`src/rtl/timer_irq_src.sv`:
```
// Memory-mapped interval timer: TH (reload), TL (count) and TCON (EN/IE/STAT)
// registers on the data bus, with a level IRQ that is held low for at least
// two cycles after software clears STAT so the consumer always sees a fresh
// rising edge for every timer event.
//
// Bus handshake: a write takes effect on the posedge where MemWr is high; a
// read is purely combinational from MemRd/addr and shows register state from
// before the current edge. There is no ready/stall: every access completes in
// the cycle it is presented.
module timer_irq_src #(
    parameter logic [31:0] BASE_ADDR = 32'h4000_0000,
    parameter int          PRESCALE  = 1
) (
    input  logic        clk,
    input  logic        reset,
    input  logic [31:0] addr,
    input  logic [31:0] wdata,
    input  logic        MemWr,
    input  logic        MemRd,
    output logic [31:0] rdata,
    output logic        IRQ,
    output logic        tick_out
);

    localparam logic [15:0] PRE_MAX  = 16'(PRESCALE - 1);
    localparam logic [29:0] TH_WORD  = BASE_ADDR[31:2];
    localparam logic [29:0] TL_WORD  = BASE_ADDR[31:2] + 30'd1;
    localparam logic [29:0] TCON_WORD = BASE_ADDR[31:2] + 30'd2;

    logic [31:0] th;
    logic [31:0] tl;
    logic        en;
    logic        ie;
    logic        stat;
    logic [15:0] pre_cnt;
    logic [1:0]  holdoff;

    logic sel_th;
    logic sel_tl;
    logic sel_tcon;
    logic wr_th;
    logic wr_tl;
    logic wr_tcon;
    logic inc;
    logic reload;
    logic set_stat;
    logic stat_next;

    // Address decode (byte offset bits ignored) and the per-edge event strobes.
    always_comb begin
        sel_th    = (addr[31:2] == TH_WORD);
        sel_tl    = (addr[31:2] == TL_WORD);
        sel_tcon  = (addr[31:2] == TCON_WORD);
        wr_th     = MemWr && sel_th;
        wr_tl     = MemWr && sel_tl;
        wr_tcon   = MemWr && sel_tcon;
        inc       = en && (pre_cnt == PRE_MAX);
        // A CPU write to TL swallows the counter update of that edge entirely.
        reload    = inc && (tl == 32'hFFFF_FFFF) && !wr_tl;
        set_stat  = reload && ie;
        // A setting reload beats a clearing write on the same edge.
        stat_next = set_stat || (wr_tcon ? (stat && wdata[2]) : stat);
    end

    // Prescaler: counts enabled cycles, wrapping at PRESCALE-1 to make inc.
    always_ff @(posedge clk or posedge reset) begin
        if (reset) begin
            pre_cnt <= 16'd0;
        end else if (!en || inc) begin
            pre_cnt <= 16'd0;
        end else begin
            pre_cnt <= pre_cnt + 16'd1;
        end
    end

    // TH/TL and the reload pulse; TL reloads from the pre-edge TH value.
    always_ff @(posedge clk or posedge reset) begin
        if (reset) begin
            th       <= 32'd0;
            tl       <= 32'd0;
            tick_out <= 1'b0;
        end else begin
            tick_out <= reload;
            if (wr_th) begin
                th <= wdata;
            end
            if (wr_tl) begin
                tl <= wdata;
            end else if (reload) begin
                tl <= th;
            end else if (inc) begin
                tl <= tl + 32'd1;
            end
        end
    end

    // TCON, the post-clear holdoff and the registered IRQ level.
    always_ff @(posedge clk or posedge reset) begin
        if (reset) begin
            en      <= 1'b0;
            ie      <= 1'b0;
            stat    <= 1'b0;
            holdoff <= 2'd0;
            IRQ     <= 1'b0;
        end else begin
            if (wr_tcon) begin
                en <= wdata[0];
                ie <= wdata[1];
            end
            stat <= stat_next;
            if (stat && !stat_next) begin
                holdoff <= 2'd2;
            end else if (holdoff != 2'd0) begin
                holdoff <= holdoff - 2'd1;
            end
            IRQ <= stat && ie && (holdoff == 2'd0);
        end
    end

    // Combinational read mux; unmapped or idle reads return zero.
    always_comb begin
        rdata = 32'h0;
        if (MemRd) begin
            if (sel_th) begin
                rdata = th;
            end else if (sel_tl) begin
                rdata = tl;
            end else if (sel_tcon) begin
                rdata = {29'd0, stat, ie, en};
            end
        end
    end

endmodule

```
`config.mk`:
```
export PLATFORM = sky130hd
export DESIGN_NAME = timer_irq_src
export DESIGN_NICKNAME = d
export VERILOG_FILES = /design/src/rtl/timer_irq_src.sv
export SDC_FILE = /design/constraint.sdc
export NUM_CORES = 1
export LEC_CHECK = 0
export ABC_AREA = 0
export CAP_MARGIN = 20
export CORE_ASPECT_RATIO = 1.25
export CORE_MARGIN = 3
export CORE_UTILIZATION = 48
export CTS_CLUSTER_DIAMETER = 100
export DETAILED_ROUTE_END_ITERATION = 16
export GPL_TIMING_DRIVEN = 1
export MAX_ROUTING_LAYER = met4
export PLACE_DENSITY = 0.78
export SYNTH_ARGS = -nofsm -noshare
export SYNTH_HDL_FRONTEND = slang
export SYNTH_SLANG_ARGS = --single-unit
```
`constraint.sdc`:
```
create_clock -name clk -period 2.6 [get_ports clk]
set_input_delay 0.39 -clock clk [delete_from_list [all_inputs] [get_ports clk]]
set_output_delay 0.39 -clock clk [all_outputs]
set_load 0.05 [all_outputs]
```
==> results.py, run 1 <==
metrics = {
    "global_routing": {
        "antenna_found_initial": 0,
        "overflow": 0,
        "grtUsageTotal_pct": 29.2,
        "met2_usage_pct": 49.8,
        "grt_max_degree": 45,
        "grt_pass1_wl_mm": 27.4,
        "grtUsageMet1_pct": 34.0,
        "grt_pass1_vias": 5421,
        "top_usage_layer": "met2",
        "met3_usage_pct": 4.97,
    },
    "pwr": {
        "p_leak_nw": 3.32,
        "power_mw": 2.80,
        "p_clk_share_pct": 45.0,
        "combPwrFrac_pct": 6.6,
        "switching_share_pct": 21.5,
        "p_switching_mw": 0.601,
        "ir_drop_v": 0.000344,
        "internal_power_mw": 2.19,
        "seqPwrFrac_pct": 48.4,
        "powerDensity_nw_per_um2": 353,
    },
    "detailed_routing": {
        "routed_via_density": 6.23,
        "routedWlPerCell_um": 20.9,
        "drt_iter0_drc": 490,
        "antenna_left": 0,
        "wirelength_mm": 17.8,
        "drc": 0,
        "first_pass_iters": 7,
        "vias": 5301,
    },
    "floorplan": {
        "core_um2": 10700,
        "io_pins": 102,
        "die_w_um": 99.7,
        "floorplan.initialDensity_pct": 49.4,
        "dieHeight_um": 123,
        "core.rowCount": 42,
        "die_area_um2": 12300,
    },
    "setup_path": {
        "cp_max_fo": 7,
        "cp.arrival_ns": 2.24,
        "worstSetupStartpointType": "input port",
        "crit_type": "input port to primary output",
        "end_kind": "primary output",
        "worstPathRequired_ns": 2.21,
    },
    "synth": {
        "synth.distinct_cells": 56,
        "synth-main-ff-cell": "dfrtp_1",
        "synth_warnings": 0,
        "ys_ff_latch": 87,
        "synth-edff-count": 0,
        "synth_nets": 638,
        "synth_cells": 566,
        "async_flop_share_pct": 100,
        "synth_seq_area_share_pct": 41.3,
        "syn_avg_cell_area_um2": 9.32,
        "synth_area_um2": 5270,
    },
    "status": {
        "status": "complete, but fails checks",
        "violations": "setup timing",
    },
    "sta": {
        "finalMaxSlewViolations": 0,
        "whs_ns": 0.471,
        "clock_skew_ns": 0.00687,
        "max_slew_margin_pct": 53.4,
        "max_freq_mhz": 381,
        "setup_slack_ns": -0.0251,
        "hold_viol": 0,
        "tns_ns": -0.0929,
        "setup_violations": 5,
        "final.min_clock_period_ns": 2.63,
        "worst_pin_slew_ns": 0.693,
        "rsz0062_at_grt": "yes",
        "finalCritPeriodShare_pct": 101,
    },
    "place": {
        "port-buffer-count": 99,
        "place_hpwl_mm": 11.6,
        "gp_congestion": 0.945,
        "placed_cell_area_um2": 7150,
        "placed_cells": 815,
        "place_ws_ns": -0.238,
    },
    "clock_tree": {
        "root_buffer": "clkbuf_16",
        "clk_pin_slew_ns": 0.06,
        "cts_max_path_buffers": 2,
        "cts_sinks": 87,
        "cts_buffers": 9,
        "cts_tree": "built",
        "h-tree-depth": 3,
        "worstSkewPairLatency_ns": 0.35,
    },
    "worst_hold_path": {
        "min_path_type": "input port to async pin",
    },
    "finish": {
        "drive_gt1_share_pct": 34.2,
        "stdcell_area_um2": 7920,
        "nets": 787,
        "layoutNonFillerInstCount": 851,
        "area_delta_synth_final_pct": 50.1,
        "post-route-util_pct": 74.2,
        "insertedDiodeCount": 0,
    },
    "flow_run": {
        "drv_cap": 0,
    },
}
[flip-flops by register name (all words and copies together), names as in the netlist]
name	count
tl	32
IRQ	1
tick_out	1
en	1
stat	1
th	32
holdoff	2
pre_cnt	16
ie	1
[cell usage after synthesis (8+ instances only)]
cell type  instances  area share (%)
buf_2             11             1.0
nor4_1            15             1.8
mux2_2            34             7.3
dfrtp_1           87              41
and3_1            15             1.8
nor2_1            40             2.8
nand3_1           24             2.3
clkbuf_1          20             1.4
nand4_1           21             2.5
xor2_1            18             3.0
a22oi_1           29             4.1
a21o_1            10             1.4
mux2i_1            9             1.7
o21ai_0           29             2.8
xnor2_1           12             2.0
nand2_1           40             2.8
a21oi_1           18             1.7
and4_1             8             1.3
a211oi_1          10             1.4
inv_1             17             1.2
nor2b_1           33             3.9
[power groups by stage]
stage	combinational [mW]	clock, mW	sequential [mW]
final	0.185	1.26	1.35
after global routing	0.198	1.33	1.35
after CTS	0.174	1.27	1.35
after detailed placement	0.179	0	1.38
after global placement	0.175	0	1.38
after floorplan	0.0443	0	1.38
[worst max-delay path, cell delays in order]
cell and delay (ns):
clkdlybuf4s15_1 0.19, nor4_2 0.29, nand4_1 0.15, buf_6 0.16, nor3_4 0.13, and2_4 0.25, buf_12 0.13, clkbuf_16 0.15
a22oi_1 0.10, nor2b_4 0.15, buf_12 0.14
[worst paths after layout]
check | start | endpoint | slack (ns) | depth (start not counted)
setup / recovery | addr[16] | rdata[21] | -0.03 | 11
hold / removal | reset | stat | 0.47 | 2
setup reg to reg | tl[6] | tl[8] | 0.17 | 7
hold reg to reg | holdoff[1] | holdoff[1] | 0.52 | 2
max in group asynchronous | reset | tl[8] | 1.47 | 3
min in group clk | holdoff[1] | holdoff[1] | 0.52 | 2
[routing by layer]
| layer | wire length, um | vias up |
|---|---|---|
| li1 | - | 2380 |
| met5 | 0 | - |
| met2 | 9320 | 259 |
| met4 | 650 | 0 |
| met3 | 1230 | 55 |
| met1 | 6580 | 2607 |
[cells in the final DEF (no fill, tap or decap), types with 23 or more instances in the layout]
cell,Yosys,final
o21ai_0,29,29
a22oi_2,0,26
mux2_2,34,34
nand3_1,24,23
dfrtp_1,87,87
clkdlybuf4s50_1,0,39
buf_4,1,60
nand2_1,40,40
buf_12,0,35
nor2_1,40,40
[logic make-up (layout without fill, tap and decap cells)]
logic type / after synthesis / after routing / synth area share [%]
multiplexers: 43 / 43 / 8.97
AND/OR/NAND/NOR: 227 / 227 / 23.7
buffers and inverters: 52 / 205 / 4.22
adder cells (fa/ha/maj): 4 / 4 / 0.949
flip-flops: 87 / 87 / 41.3
AO/OA/AOI/OAI: 123 / 123 / 15.9
XOR/XNOR: 30 / 30 / 4.98
[cell type report]
| type | instances | area (um2) |
|---|---|---|
| multi-input cells | 427 | 3240 |
| fillers | 707 | 2750 |
| flip-flops and latches | 87 | 2180 |
| repair buffers | 173 | 1980 |
| clock buffers | 11 | 233 |
| well taps | 132 | 165 |
| inverters | 17 | 67.6 |
| clock inverters | 4 | 47.5 |
[repair_timing]
item | in CTS | in global routing
hold buffers | 0 | 0
pin swaps | 5 | 17
gates cloned | 4 | 2
endpoints found under the setup margin | 32 | 39
gates resized for setup | 55 | 79
buffers inserted | 13 | 3
(Power assumes the default switching activity.)
==> run 2, diff against run 1 <==
--- a/config.mk
+++ b/config.mk
@@ -8,13 +8,12 @@
 export ABC_AREA = 0
 export CAP_MARGIN = 20
 export CORE_ASPECT_RATIO = 1.25
-export CORE_MARGIN = 3
-export CORE_UTILIZATION = 48
+export CORE_UTILIZATION = 53
 export CTS_CLUSTER_DIAMETER = 100
 export DETAILED_ROUTE_END_ITERATION = 16
 export GPL_TIMING_DRIVEN = 1
 export MAX_ROUTING_LAYER = met4
-export PLACE_DENSITY = 0.78
+export PLACE_DENSITY = 0.81
 export SYNTH_ARGS = -nofsm -noshare
 export SYNTH_HDL_FRONTEND = slang
 export SYNTH_SLANG_ARGS = --single-unit
==> constraint.sdc (replaced) <==
create_clock -name clk -period 2.5 [get_ports clk]
set_input_delay 0.375 -clock clk [delete_from_list [all_inputs] [get_ports clk]]
set_output_delay 0.375 -clock clk [all_outputs]
set_load 0.05 [all_outputs]
==> results.py, run 2 (synthesized netlist as in run 1, its figures left out) <==
metrics = {
    "status": {
        "status": "complete, but fails checks",
        "violations": "setup timing",
    },
    "place": {
        "port-buffer-count": 99,
        "gp_congestion": 0.968,
        "place_hpwl_mm": 11.8,
        "placed_cell_area_um2": 7220,
    },
    "finish": {
        "post-route-util_pct": 83.2,
        "fillers": 542,
        "final_cell_mix": "dfrtp_1 (85), buf_4 (59), nand2_1 (40)",
        "insertedDiodeCount": 0,
        "reg_top3": "th: 32 flops, tl: 32 flops, pre_cnt: 16 flops",
        "nets": 789,
        "stdcell_area_um2": 8030,
        "drive_gt1_share_pct": 37.1,
        "layout_commonest_cell": "dfrtp_1",
        "area_delta_synth_final_pct": 52.3,
    },
    "setup_path": {
        "cp.arrival_ns": 2.20,
        "slowest_stage": "nor4_2",
        "cp_max_fo": 7,
        "r2r_start": "tl[29]",
        "startpoint": "addr[17]",
        "critPathMaxStageDelay_ns": 0.28,
        "end_kind": "primary output",
        "worstPathCellList": "buf_6, nor4_2, nand4_1, buf_4, nor3_4, and2_4, buf_6, buf_12, a22oi_2, nor2b_2, buf_12",
        "worstSetupStartpointType": "input port",
        "worstPathRequired_ns": 2.12,
        "crit_type": "input port to primary output",
    },
    "sta": {
        "final.min_clock_period_ns": 2.58,
        "finalMaxSlewViolations": 0,
        "clock_skew_ns": 0.00600,
        "rsz0062_at_grt": "yes",
        "tns_ns": -1.24,
        "hold_viol": 0,
        "worst_pin_slew_ns": 0.594,
        "max_freq_mhz": 388,
        "setup_slack_ns": -0.0775,
        "max_slew_margin_pct": 60.3,
        "setup_violations": 30,
        "finalCritPeriodShare_pct": 103,
    },
    "clock_tree": {
        "clk_pin_slew_ns": 0.06,
        "h-tree-depth": 3,
        "cts_buffers": 9,
        "cts_sinks": 87,
        "cts_tree": "built",
        "cts_max_path_buffers": 2,
        "root_buffer": "clkbuf_16",
        "worstSkewPairLatency_ns": 0.35,
        "hold_buffers": 0,
    },
    "detailed_routing": {
        "drt_iter0_drc": 543,
        "vias": 5567,
        "first_pass_iters": 5,
        "routedWlPerCell_um": 22.6,
        "antenna_left": 0,
        "routed_via_density": 6.56,
        "wirelength_mm": 19.1,
        "drc": 0,
    },
    "worst_hold_path": {
        "min_path_type": "input port to async pin",
    },
    "global_routing": {
        "overflow": 0,
        "grt_pass1_wl_mm": 29.3,
        "grt_pass1_vias": 5735,
        "grt_max_degree": 88,
        "grtUsageTotal_pct": 37.8,
        "antenna_found_initial": 0,
    },
    "floorplan": {
        "core_um2": 9660,
        "io_pins": 102,
        "floorplan.initialDensity_pct": 54.6,
        "core.rowCount": 40,
        "die_w_um": 91.2,
        "dieHeight_um": 114,
        "die_area_um2": 10400,
    },
    "pwr": {
        "powerDensity_nw_per_um2": 384,
        "ir_drop_v": 0.000357,
        "p_leak_nw": 3.36,
    },
    "flow_run": {
        "drv_cap": 0,
    },
}
run 2: cell types whose count changed in the layout (fill, tap and decap cells not counted), sizes merged:
| cell | delta |
|---|---|
| clkdlybuf4s50 | -1 |
| clkbuf | -11 |
| clkinv | -2 |
| clkdlybuf4s15 | -4 |
| bufinv | +1 |
| clkinvlp | +1 |
| dlygate4sd2 | -3 |
| inv | +2 |
| buf | +20 |
run 2: worst max-delay path, delay by kind of cell:
family                 cells  cell delay, ns
buffers and inverters      5            0.73
AO/OA/AOI/OAI              1            0.06
AND/OR/NAND/NOR            5            1.04
run 2: metrics by stage:
step	power (mW)	hold WS, ns	std cells	worst slack [ns]
finish	3.09	0.509	848	-0.0775
global route	3.14	0.540	848	-0.110
CTS	3.07	0.517	849	-0.00266
detailed placement	1.62	0.502	816	-0.504
global placement	1.62	0.479	816	-0.384
floorplan	1.48	0.467	566	0.00169
run 2: timing repair:
| action | CTS | global route |
|---|---|---|
| setup buffers | 14 | 3 |
| resized for setup | 139 | 40 |
| pin swaps | 15 | 25 |
| endpoints found under the setup margin | 32 | 50 |
| cloned | 5 | 1 |
run 2: area by class of cell:
| class | instances | area [um2] | area share, % |
|---|---|---|---|
| clock buffer | 10 | 229 | 2.85 |
| clock inverter | 6 | 92.6 | 1.15 |
| inverter | 17 | 67.6 | 0.841 |
| multi-input combinational | 427 | 3320 | 41.3 |
| sequential | 87 | 2180 | 27.1 |
| tap | 126 | 158 | 1.96 |
| timing repair buffer | 175 | 1990 | 24.7 |
run 2: power by group:
| part | internal (mW) | switching, mW | total [mW] |
|---|---|---|---|
| Clock | 0.883 | 0.602 | 1.49 |
| Combinational | 0.106 | 0.0873 | 0.193 |
| Sequential | 1.41 | 0.000000196 | 1.41 |
run 2: path summary, 6_finish.rpt:
kind                                    to  slack [ns]  cells after the start
min in group clk                holdoff[1]        0.51                      2
max in group asynchronous           tl[28]        1.56                      3
worst min-delay path            pre_cnt[0]        0.51                      3
worst max-delay path             rdata[10]       -0.08                     11
worst min register to register  holdoff[1]        0.51                      2
worst max register to register       tl[5]        0.03                      6
run 2: per-layer routing:
layer | share of wire [%] | GRT usage (%) | up-vias
li1 | - | - | 2382
met1 | 36 | 42.4 | 2682
met2 | 49 | 61.8 | 385
met3 | 8.2 | 7.40 | 118
met4 | 6.8 | 24.4 | 0
met5 | 0 | - | -
==> run 3, diff against run 2 <==
--- a/config.mk
+++ b/config.mk
@@ -8,12 +8,13 @@
 export ABC_AREA = 0
 export CAP_MARGIN = 20
 export CORE_ASPECT_RATIO = 1.25
-export CORE_UTILIZATION = 53
+export CORE_UTILIZATION = 64
 export CTS_CLUSTER_DIAMETER = 100
 export DETAILED_ROUTE_END_ITERATION = 16
+export DONT_BUFFER_PORTS = 1
 export GPL_TIMING_DRIVEN = 1
 export MAX_ROUTING_LAYER = met4
-export PLACE_DENSITY = 0.81
+export PLACE_DENSITY = 0.8
 export SYNTH_ARGS = -nofsm -noshare
 export SYNTH_HDL_FRONTEND = slang
 export SYNTH_SLANG_ARGS = --single-unit
==> results.py, run 3 (synthesized netlist as in run 1, its figures left out) <==
metrics = {
    "status": {
        "status": "completed",
    },
    "global_routing": {
        "grt_pass1_wl_mm": 24.2,
        "grt_max_degree": 65,
        "antenna_found_initial": 0,
        "overflow": 0,
        "grt_pass1_vias": 4968,
        "grtUsageTotal_pct": 37.3,
    },
    "setup_path": {
        "critPathMaxStageDelay_ns": 0.56,
        "slowest_stage": "nor4_1",
        "crit_type": "register to register",
        "cp.arrival_ns": 2.75,
        "worstSetupPathDepth": 8,
        "cp_top_family": "simple AND/OR/NAND/NOR gates",
        "end_kind": "register",
        "cp_max_fo": 4,
        "worstPathRequired_ns": 2.76,
        "worstSetupStartpointType": "register",
        "critPathBufInv": 2,
        "reg2reg_depth": 8,
        "worstPathCellList": "nand4_1, buf_4, buf_4, nor4_1, nand4_1, xnor2_1, a211oi_1, nor2_1",
    },
    "sta": {
        "setup_slack_ns": 0.00740,
        "max_freq_mhz": 401,
        "clock_skew_ns": 0.00703,
        "final.min_clock_period_ns": 2.49,
        "whs_ns": 0.111,
        "finalMaxSlewViolations": 0,
        "max_slew_margin_pct": 55.1,
        "hold_viol": 0,
        "setup_violations": 0,
        "worst_pin_slew_ns": 0.667,
        "finalCritPeriodShare_pct": 99.7,
        "tns_ns": 0,
    },
    "detailed_routing": {
        "routed_via_density": 7.03,
        "drc": 0,
        "antenna_left": 0,
        "drt_iter0_drc": 555,
        "first_pass_iters": 6,
        "vias": 5091,
        "wirelength_mm": 16.1,
        "routedWlPerCell_um": 22.2,
    },
    "floorplan": {
        "core.rowCount": 36,
        "floorplan.initialDensity_pct": 66.9,
        "io_pins": 102,
        "core_um2": 7880,
        "die_area_um2": 8610,
        "die_w_um": 83.2,
        "dieHeight_um": 103,
    },
    "finish": {
        "stdcell_area_um2": 6690,
        "reg_top3": "th: 32 flops, tl: 32 flops, pre_cnt: 16 flops",
        "final_cell_mix": "dfrtp_1 (86), buf_4 (46), nand2_1 (40)",
        "area_delta_synth_final_pct": 26.8,
        "layoutNonFillerInstCount": 724,
        "insertedDiodeCount": 0,
        "drive_gt1_share_pct": 29.1,
        "nets": 696,
        "post-route-util_pct": 84.8,
        "layout_commonest_cell": "dfrtp_1",
    },
    "pwr": {
        "ir_drop_v": 0.000322,
        "powerDensity_nw_per_um2": 375,
        "power_mw": 2.51,
        "p_leak_nw": 2.82,
    },
    "clock_tree": {
        "cts_max_path_buffers": 2,
        "h-tree-depth": 3,
        "worstSkewPairLatency_ns": 0.37,
        "clk_pin_slew_ns": 0.09,
        "cts_buffers": 9,
        "root_buffer": "clkbuf_8",
        "cts_sinks": 87,
        "cts_tree": "built",
    },
    "place": {
        "port-buffer-count": 0,
        "placed_cells": 698,
        "placed_cell_area_um2": 6320,
        "place_ws_ns": -0.0220,
        "place_hpwl_mm": 10.6,
        "gp_congestion": 0.919,
    },
    "worst_hold_path": {
        "min_path_type": "input port to register",
        "holdPathStages": 1,
    },
    "flow_run": {
        "drv_cap": 0,
    },
}
run 3: cell types whose count changed in the layout (fill, tap and decap cells not counted), sizes merged, moves of 2 or more:
cell,change
clkbuf,-2
clkinv,+3
clkdlybuf4s15,-5
buf,-48
clkdlybuf4s50,-38
run 3: area by class of cell:
class	instances	area, um2
Multi-Input combinational cell	427	3060
Inverter	17	67.6
Clock inverter	6	68.8
Clock buffer	10	138
Sequential cell	87	2180
Fill cell	429	1200
Timing Repair Buffer	82	1050
Tap cell	95	119
run 3: where the power goes:
part	internal, mW	switching (mW)	total, mW
Clock	0.495	0.551	1.05
Sequential	1.41	0.000000200	1.41
Combinational	0.0227	0.0314	0.0541
run 3: path summary, 6_finish.rpt:
check / start / to / slack [ns]
min: wdata[25] / tl[25] / 0.11
max reg2reg: tl[26] / tl[30] / 0.007
min in group asynchronous: reset / ie / 0.53
max: tl[26] / tl[30] / 0.007
min reg2reg: pre_cnt[0] / pre_cnt[0] / 0.53
max in group asynchronous: reset / tl[23] / 1.26
run 3: repair_timing:
action,in CTS,in global routing
pin swaps,1,5
cloned,0,1
hold buffers,1,0
endpoints found under the setup margin,5,41
resized for setup,1,14
endpoints found under the hold margin,23,0
setup buffers,0,8
run 3: metal layers:
layer	part of all wire [%]	global-route usage [%]	wire, um	vias to the layer above
li1	-	-	-	2193
met1	36	42.3	5780	2420
met2	49	62.0	7860	376
met3	9.6	7.38	1540	102
met4	5.7	22.3	918	0
met5	0	-	0	-
